--- src/rtl/seg7_scan_driver.sv ---
// Four-digit multiplexed hex display driver for a common-anode seven-segment module.
// The display word is captured only at frame boundaries, so a frame never mixes two words.
module seg7_scan_driver #(
  parameter int REFRESH_DIV = 100000,
  parameter int BLANK_LZ    = 1,
  parameter int CHG_HOLD    = 50
) (
  input  logic        clk,
  input  logic        rst,
  input  logic [15:0] value,
  input  logic        en,
  output logic [3:0]  an,
  output logic [6:0]  seg,
  output logic        dp
);

  localparam int CNT_W = (REFRESH_DIV > 2) ? $clog2(REFRESH_DIV) : 1;
  localparam int CHG_W = (CHG_HOLD > 1) ? $clog2(CHG_HOLD + 1) : 1;
  localparam logic [CNT_W-1:0] CNT_LAST = CNT_W'(REFRESH_DIV - 1);
  localparam logic [CHG_W-1:0] CHG_LOAD = CHG_W'(CHG_HOLD);

  logic [CNT_W-1:0] cnt_r, cnt_nxt_s;
  logic [1:0]       idx_r, idx_nxt_s;
  logic [15:0]      shown_r, shown_nxt_s;
  logic [CHG_W-1:0] chg_cnt_r, chg_nxt_s;
  logic [3:0]       an_r, an_nxt_s;
  logic [6:0]       seg_r, seg_nxt_s;
  logic             dp_r, dp_nxt_s;
  logic             tick_s;

  function automatic logic [6:0] seg_decode(input logic [3:0] nib);
    case (nib)
      4'h0:    seg_decode = 7'h40;
      4'h1:    seg_decode = 7'h79;
      4'h2:    seg_decode = 7'h24;
      4'h3:    seg_decode = 7'h30;
      4'h4:    seg_decode = 7'h19;
      4'h5:    seg_decode = 7'h12;
      4'h6:    seg_decode = 7'h02;
      4'h7:    seg_decode = 7'h78;
      4'h8:    seg_decode = 7'h00;
      4'h9:    seg_decode = 7'h10;
      4'hA:    seg_decode = 7'h08;
      4'hB:    seg_decode = 7'h03;
      4'hC:    seg_decode = 7'h46;
      4'hD:    seg_decode = 7'h21;
      4'hE:    seg_decode = 7'h06;
      4'hF:    seg_decode = 7'h0E;
      default: seg_decode = 7'h7F;
    endcase
  endfunction

  function automatic logic [3:0] nibble_sel(input logic [15:0] word, input logic [1:0] idx);
    case (idx)
      2'd0:    nibble_sel = word[3:0];
      2'd1:    nibble_sel = word[7:4];
      2'd2:    nibble_sel = word[11:8];
      2'd3:    nibble_sel = word[15:12];
      default: nibble_sel = word[3:0];
    endcase
  endfunction

  // True when this digit and every digit to its left are zero; digit 0 never qualifies.
  function automatic logic leading_zero(input logic [15:0] word, input logic [1:0] idx);
    case (idx)
      2'd1:    leading_zero = (word[15:4] == 12'h000);
      2'd2:    leading_zero = (word[15:8] == 8'h00);
      2'd3:    leading_zero = (word[15:12] == 4'h0);
      default: leading_zero = 1'b0;
    endcase
  endfunction

  assign tick_s = (cnt_r == CNT_LAST);

  // Scan position, frame capture and change-indicator countdown.
  always_comb begin
    cnt_nxt_s   = cnt_r + CNT_W'(1);
    idx_nxt_s   = idx_r;
    shown_nxt_s = shown_r;
    chg_nxt_s   = chg_cnt_r;
    if (tick_s) begin
      cnt_nxt_s = '0;
      idx_nxt_s = idx_r + 2'd1;
      if (idx_r == 2'd3) begin
        shown_nxt_s = value;
        if (value != shown_r) begin
          chg_nxt_s = CHG_LOAD;
        end else if (chg_cnt_r != '0) begin
          chg_nxt_s = chg_cnt_r - CHG_W'(1);
        end else begin
          chg_nxt_s = chg_cnt_r;
        end
      end else begin
        shown_nxt_s = shown_r;
      end
    end else begin
      idx_nxt_s = idx_r;
    end
  end

  // Outputs follow the post-edge scan state, so they hold between ticks and recover immediately on enable.
  always_comb begin
    an_nxt_s  = 4'hF;
    seg_nxt_s = 7'h7F;
    dp_nxt_s  = 1'b1;
    if (en) begin
      an_nxt_s = ~(4'b0001 << idx_nxt_s);
      if ((BLANK_LZ != 0) && leading_zero(shown_nxt_s, idx_nxt_s)) begin
        seg_nxt_s = 7'h7F;
      end else begin
        seg_nxt_s = seg_decode(nibble_sel(shown_nxt_s, idx_nxt_s));
      end
      dp_nxt_s = ~((idx_nxt_s == 2'd0) && (chg_nxt_s != '0));
    end else begin
      an_nxt_s = 4'hF;
    end
  end

  // State and output registers.
  always_ff @(posedge clk or negedge rst) begin
    if (!rst) begin
      cnt_r     <= '0;
      idx_r     <= 2'd3;
      shown_r   <= 16'h0000;
      chg_cnt_r <= '0;
      an_r      <= 4'hF;
      seg_r     <= 7'h7F;
      dp_r      <= 1'b1;
    end else begin
      cnt_r     <= cnt_nxt_s;
      idx_r     <= idx_nxt_s;
      shown_r   <= shown_nxt_s;
      chg_cnt_r <= chg_nxt_s;
      an_r      <= an_nxt_s;
      seg_r     <= seg_nxt_s;
      dp_r      <= dp_nxt_s;
    end
  end

  assign an  = an_r;
  assign seg = seg_r;
  assign dp  = dp_r;

endmodule
--- config.mk ---
export PLATFORM = sky130hd
export DESIGN_NAME = seg7_scan_driver
export DESIGN_NICKNAME = d
export VERILOG_FILES = /design/src/rtl/seg7_scan_driver.sv
export SDC_FILE = /design/constraint.sdc
export NUM_CORES = 1
export LEC_CHECK = 0
export BUFFER_PORTS_ARGS = -buffer_cell sky130_fd_sc_hd__buf_2
export CAP_MARGIN = 0
export CORE_ASPECT_RATIO = 0.75
export CORE_MARGIN = 10
export CORE_UTILIZATION = 61
export CTS_BUF_LIST = sky130_fd_sc_hd__clkbuf_4
export CTS_CLUSTER_DIAMETER = 120
export DETAILED_ROUTE_END_ITERATION = 7
export HOLD_SLACK_MARGIN = 0.15
export PLACE_DENSITY = 0.91
export SLEW_MARGIN = 20
export SYNTH_ARGS = -nofsm -noshare
export SYNTH_HDL_FRONTEND = slang
export SYNTH_SLANG_ARGS = --single-unit
--- constraint.sdc ---
create_clock -name clk -period 3.75 [get_ports clk]
set_input_delay 0.5625 -clock clk [delete_from_list [all_inputs] [get_ports clk]]
set_output_delay 0.5625 -clock clk [all_outputs]
set_load 0.005 [all_outputs]
* Yosys cells after proc, flatten, opt, wreduce, memory -nomap -nowiden
Memories as Yosys holds them, arrays and structs flattened.
Cells that the tools add are included.
** Storage, ports and cells
- Flip-flop bits (word level) :: 53
- ROM bits :: 112
- Input port bits :: 19
- Output and inout bits :: 12
- Word-level logic and storage cells :: 44
- Memories :: 1
** Operators by class
- Add/sub/neg operators :: 3
- Equal/unequal tests :: 6
- Shifts and indexed selects :: 1
- Multiplexer cells :: 17
- Bitwise logic cells :: 2
- Reduce and logical (&&, ||, !) cells :: 7
** Memories
- (name not given) :: depth 16, bits a word 7, read ports 1, clocked after memory_dff 0, wr ports 0, RTL line 32 : case (nib)
** Operators with widths (count)
- $mux 16 :: 2
- $mux 6 :: 4
- $add 17x1->17 const B :: 1
- $eq 17x17->1 const B :: 1
- $mux 17 :: 1
- $ne 16x16->1 :: 1
- $pmux 4 s4 :: 1
- $mux 7 :: 2
- $logic_not 12->1 :: 1
- $mux 4 :: 3
- $reduce_bool 6->1 :: 2
- $logic_not 8->1 :: 1
- $eq 2x2->1 const B :: 3
- $sub 6x1->6 const B :: 1
- $logic_not 4->1 :: 1
- $not 4->4 :: 1
- $shl 1x2->4 const A :: 1
- $pmux 1 s3 :: 1
- $add 2x1->2 const B :: 1
- $eq 2x1->1 const B :: 1
- $logic_not 2->1 :: 1
- $mux 1 :: 2
- $mux 2 :: 1
- $logic_and 1x1->1 :: 1
- $not 1->1 :: 1

* Logic depth before layout (Yosys ltp)
An unclocked memory read counts as a cell.
- Depth after elaboration :: 11
- Depth in mapped cells :: 13

* Worst setup path after synthesis
No wires, ideal clock.
- Kind :: reg-to-reg
- Start :: reg cnt_r[0]
- End :: reg seg_r[3] (netlist: seg[3])
- Setup time :: 0.081 ns
- Data arrival time :: 3.190 ns
- Data required time :: 3.669 ns
- Path slack :: 0.479 ns
- Cell stages (with the launch flop) :: 11
- Path through :: dfrtp_1 > ha_1 > and4_4 > nand4_1 > mux2i_2 > mux4_2 > mux2i_1 > inv_1 > ha_1 > mux4_2 > nand2b_1
** On the way
- Longest elaborated chain between the ends :: 9
- Elaborated cells on any way between the ends :: 18
** RTL lines
- start, declared :: RTL line 22 : logic [CNT_W-1:0] cnt_r, cnt_nxt_s;
- start signal, assigned :: RTL line 130 : cnt_r <= cnt_nxt_s;
- $eq 17x17->1 (*) :: RTL line 73 : assign tick_s = (cnt_r == CNT_LAST);
- $mux 2 :: RTL line 81 : if (tick_s) begin
- $eq 2x2->1, or another cell as far along :: RTL line 54, 65
- $pmux 4 s4 :: RTL line 54 : case (idx)
- $mux 4 :: RTL line 108 : if ((BLANK_LZ != 0) && leading_zero(shown_nxt_s, idx_nxt_s)) begin
- $mux 4 :: RTL line 106 : if (en) begin
- $mem_v2 16x7
- $mux 7 (*) :: RTL line 108
- $mux 7 (*) :: RTL line 106
- net seg_nxt_s[3] :: RTL line 27 : logic [6:0] seg_r, seg_nxt_s;
- end signal, assigned :: RTL line 135 : seg_r <= seg_nxt_s;
- end, declared :: RTL line 27
Mark *: on every way through the listed nets, which the timed path passes. The rest lies on a longest branch. The select of a mux whose other input is x is not followed.

* Final worst setup path
- Start :: reg idx_r[1]
- End :: reg seg_r[3] (netlist: seg[3])
** On the way
- Longest elaborated chain between the ends :: 9
- Elaborated cells on any way between the ends :: 20
** RTL lines
- start, declared :: RTL line 23 : logic [1:0] idx_r, idx_nxt_s;
- start signal, assigned :: RTL line 131 : idx_r <= idx_nxt_s;
- $add 2x1->2 or $eq 2x2->1 (tied branches) :: RTL line 83, 84
- $mux 2 or $mux 16 (tied branches) :: RTL line 81, 84
- $eq 2x2->1, or another cell as far along :: RTL line 54, 65
- $pmux 4 s4 :: RTL line 54
- $mux 4 :: RTL line 108
- $mux 4 :: RTL line 106
- $mem_v2 16x7
- $mux 7 (*) :: RTL line 108
- $mux 7 (*) :: RTL line 106
- net seg_nxt_s[3] :: RTL line 27
Marked as above.

==> summary.txt <==
Outcome
  • Status: finished clean

Timing
  • Setup WS post-layout: 0.375 ns
  • Setup tns final: 0 ns
  • Fin crit period: 3.38 ns
  • Hold Fails Final Rpt: 0
  • Final setup vio count: 0
  • Final Cycle Share: 0.900
  • Unrepaired setup endpoints after global routing: false
  • Hold_ws: 0.278 ns
  • Relative slew margins: 0.410
  • Worst Skew: 0.0158 ns
  • Fmax: 0.296 GHz
  • Measured slew at the worst slew-check pin: 0.884 ns
  • Final max-slew violation count: 0

Place
  • Dpl ws: 0.430 ns
  • Placed insts: 386
  • GPL Wtd Cong: 0.916
  • Hpwl dp: 5.07 mm
  • Dpl cell area: 3430 µm²
  • Port-buffer cells: 30

Setup path
  • CP endpoint: seg[3]
  • Setup CP Type: reg2reg
  • Capturing element type of the critical path: register
  • FF-to-FF End: seg[3]
  • Worst Path Arrival: 3.71 ns
  • R2R depth: 9
  • Reg-to-reg slack, setup: 0.37 ns
  • R2R Path Start: idx_r[1]
  • Crit path from: idx_r[1]
  • Required @ worst endpoint: 4.08 ns
  • Max FO, Critical Path: 8
  • Startpoint Class: register

Cells and area
  • Layout area overhead: 9.29%
  • Register area: 1340 µm²
  • Commonest non-fill, non-tap cell in the layout: dfrtp_1
  • Antenna cells: 0
  • Core Util, Final: 0.700
  • Most frequent cells in the layout: dfrtp_1, buf_2, xnor2_1, nor2_1, mux2_2
  • Filler cell count: 376
  • Final instance area: 3490 µm²
  • Post-route insts no fill: 394
  • Nets: 350
  • Layout cells sized above 1: 0.311
  • Multi-input gate area: 1750 µm²

Pwr
  • PwrDens: 282 nW/µm²
  • Peak VDD IR: 0.204 mV
  • Total chip power: 983 µW
  • Static Leak: 1.46 nW

Route
  • DRC: 0
  • TritonRoute pass-1 iters: 4
  • Detail-routed via count per cell: 6.04
  • DRT iter0 DRCs: 185
  • Vias: 2381
  • Antenna-violating nets left: 0
  • Routed wire per std cell: 17.2 µm
  • Final WL: 6.79 mm

Clock network
  • CTS Root Cell: clkbuf_4
  • Setup Buffers After CTS: 0
  • H-Tree Level Count: 2
  • CTS Sinks: 53
  • Num CTS Buffers: 5
  • # hold bufs at CTS: 0
  • Clock slew at reported path FFs: 0.16 ns
  • Clk buf depth: 2
  • CTS tree: yes
  • Clk_lat worst skew: 0.38 ns
  • CTS resizes: 0

Synth
  • Mapped Cells: 286
  • Synthesized flop and latch total: 53
  • Yosys top cell by area: dfrtp_1
  • Sequential cell area fraction in the yosys report: 0.421
  • Yosys warns: 0
  • Mapped Avg Cell Area: 11.2 µm²
  • Post-synth ARST share: 1.00
  • Cell Area, Synth: 3190 µm²
  • Post-synth EDFFs: 0
  • Unique masters post-synth: 49
  • Top cell type's share of synthesized area: 0.306
  • Area contributors post-synth: dfrtp_1, dfstp_2, mux2_2
  • Post-synth top flop: dfrtp_1
  • Synth Net Count: 315

Floorplanning
  • Placeable Area: 4980 µm²
  • Die span in x: 104 µm
  • Die area: 8560 µm²
  • # rows: 22
  • Die H: 82.6 µm
  • Num ports: 31
  • Initial Util: 0.641

GRT
  • Gr usage total: 0.163
  • Initial antenna violation count: 0
  • Largest net degree at the start of global routing: 42
  • First-pass GRT wire length: 11.6 mm
  • Vias in the first global route: 2395
  • Congestion Overflow GR: 0

Min path
  • Worst Hold Class: in2async

Run
  • Max-Cap Viols: 0
synthesized netlist by cell type, types with 2 or more instances:
cell type,n
dfrtp_1,39
xnor2_1,27
nor2_1,26
mux2_2,22
nand3_1,18
dfstp_2,14
nand2_1,13
inv_1,11
nand4_1,11
ha_1,10
mux2i_1,9
mux4_2,9
xor2_1,7
a21oi_1,5
o21ai_0,5
o31ai_1,5
and3_1,4
buf_2,4
nor4_1,4
a211o_1,3
nor3_1,3
a22oi_1,2
a31o_2,2
a31oi_1,2
and4bb_2,2
clkbuf_1,2
mux2i_2,2
nor2b_1,2
or3_1,2
or4_1,2
worst min path at each step:
stage	cells past startpoint	from	slack, ns	endpoint
6_report	1	rst	0.28	cnt_r[10]
5_1_grt	1	rst	0.34	cnt_r[5]
4_1_cts	1	rst	0.31	cnt_r[10]
3_5_place_dp	1	cnt_r[0]	0.47	cnt_r[0]
3_3_place_gp	1	cnt_r[0]	0.46	cnt_r[0]
2_1_floorplan	0	rst	0.27	chg_cnt_r[0]
power by group:
group / switching (mW) / internal [mW] / total, mW
Clock: 0.183 / 0.0719 / 0.255
Combinational: 0.0639 / 0.0567 / 0.121
Sequential: 0.0147 / 0.593 / 0.608
Total: 0.261 / 0.722 / 0.983
flip-flops by register name, summed over array words and instances, names as in the netlist:
| signal | flops |
|---|---|
| cnt_r | 17 |
| seg | 7 |
| shown_r | 16 |
| idx_r | 2 |
| dp | 1 |
| chg_cnt_r | 6 |
| an | 4 |
layout make-up:
class	count	share of cell area
sequential	53	0.385
tap	72	0.0258
timing repair buffer	37	0.0581
clock buffer	5	0.0108
inverter	12	0.0136
multi-input combinational	212	0.502
clock inverter	3	0.00466
layer usage:
| layer | wire length, µm | up-vias | GRT usage |
|---|---|---|---|
| li1 | - | 1110 | - |
| met1 | 3230 | 1180 | 0.218 |
| met2 | 3020 | 82 | 0.258 |
| met3 | 485 | 9 | 0.0433 |
| met4 | 64 | 0 | 0.0478 |
| met5 | 0 | - | 0 |
cell families (layout without fill, tap and decap cells):
family | after synthesis | count (layout) | share of synthesized area
multiplexers | 43 | 43 | 0.185
adder cells (fa/ha/maj) | 10 | 10 | 0.0392
AND/OR/NAND/NOR | 94 | 94 | 0.157
flip-flops | 53 | 53 | 0.421
XOR/XNOR | 35 | 35 | 0.102
AO/OA/AOI/OAI | 30 | 30 | 0.0651
buffers and inverters | 21 | 57 | 0.0306
critical path, stage by stage, from the launching register on:
cell	delay, ns
dfstp_2	0.67
ha_1	0.39
mux2i_2	0.43
mux4_2	0.57
mux2i_1	0.15
buf_4	0.16
inv_1	0.08
ha_1	0.25
mux4_2	0.47
nand2b_1	0.15
(Power assumes the default switching activity.)
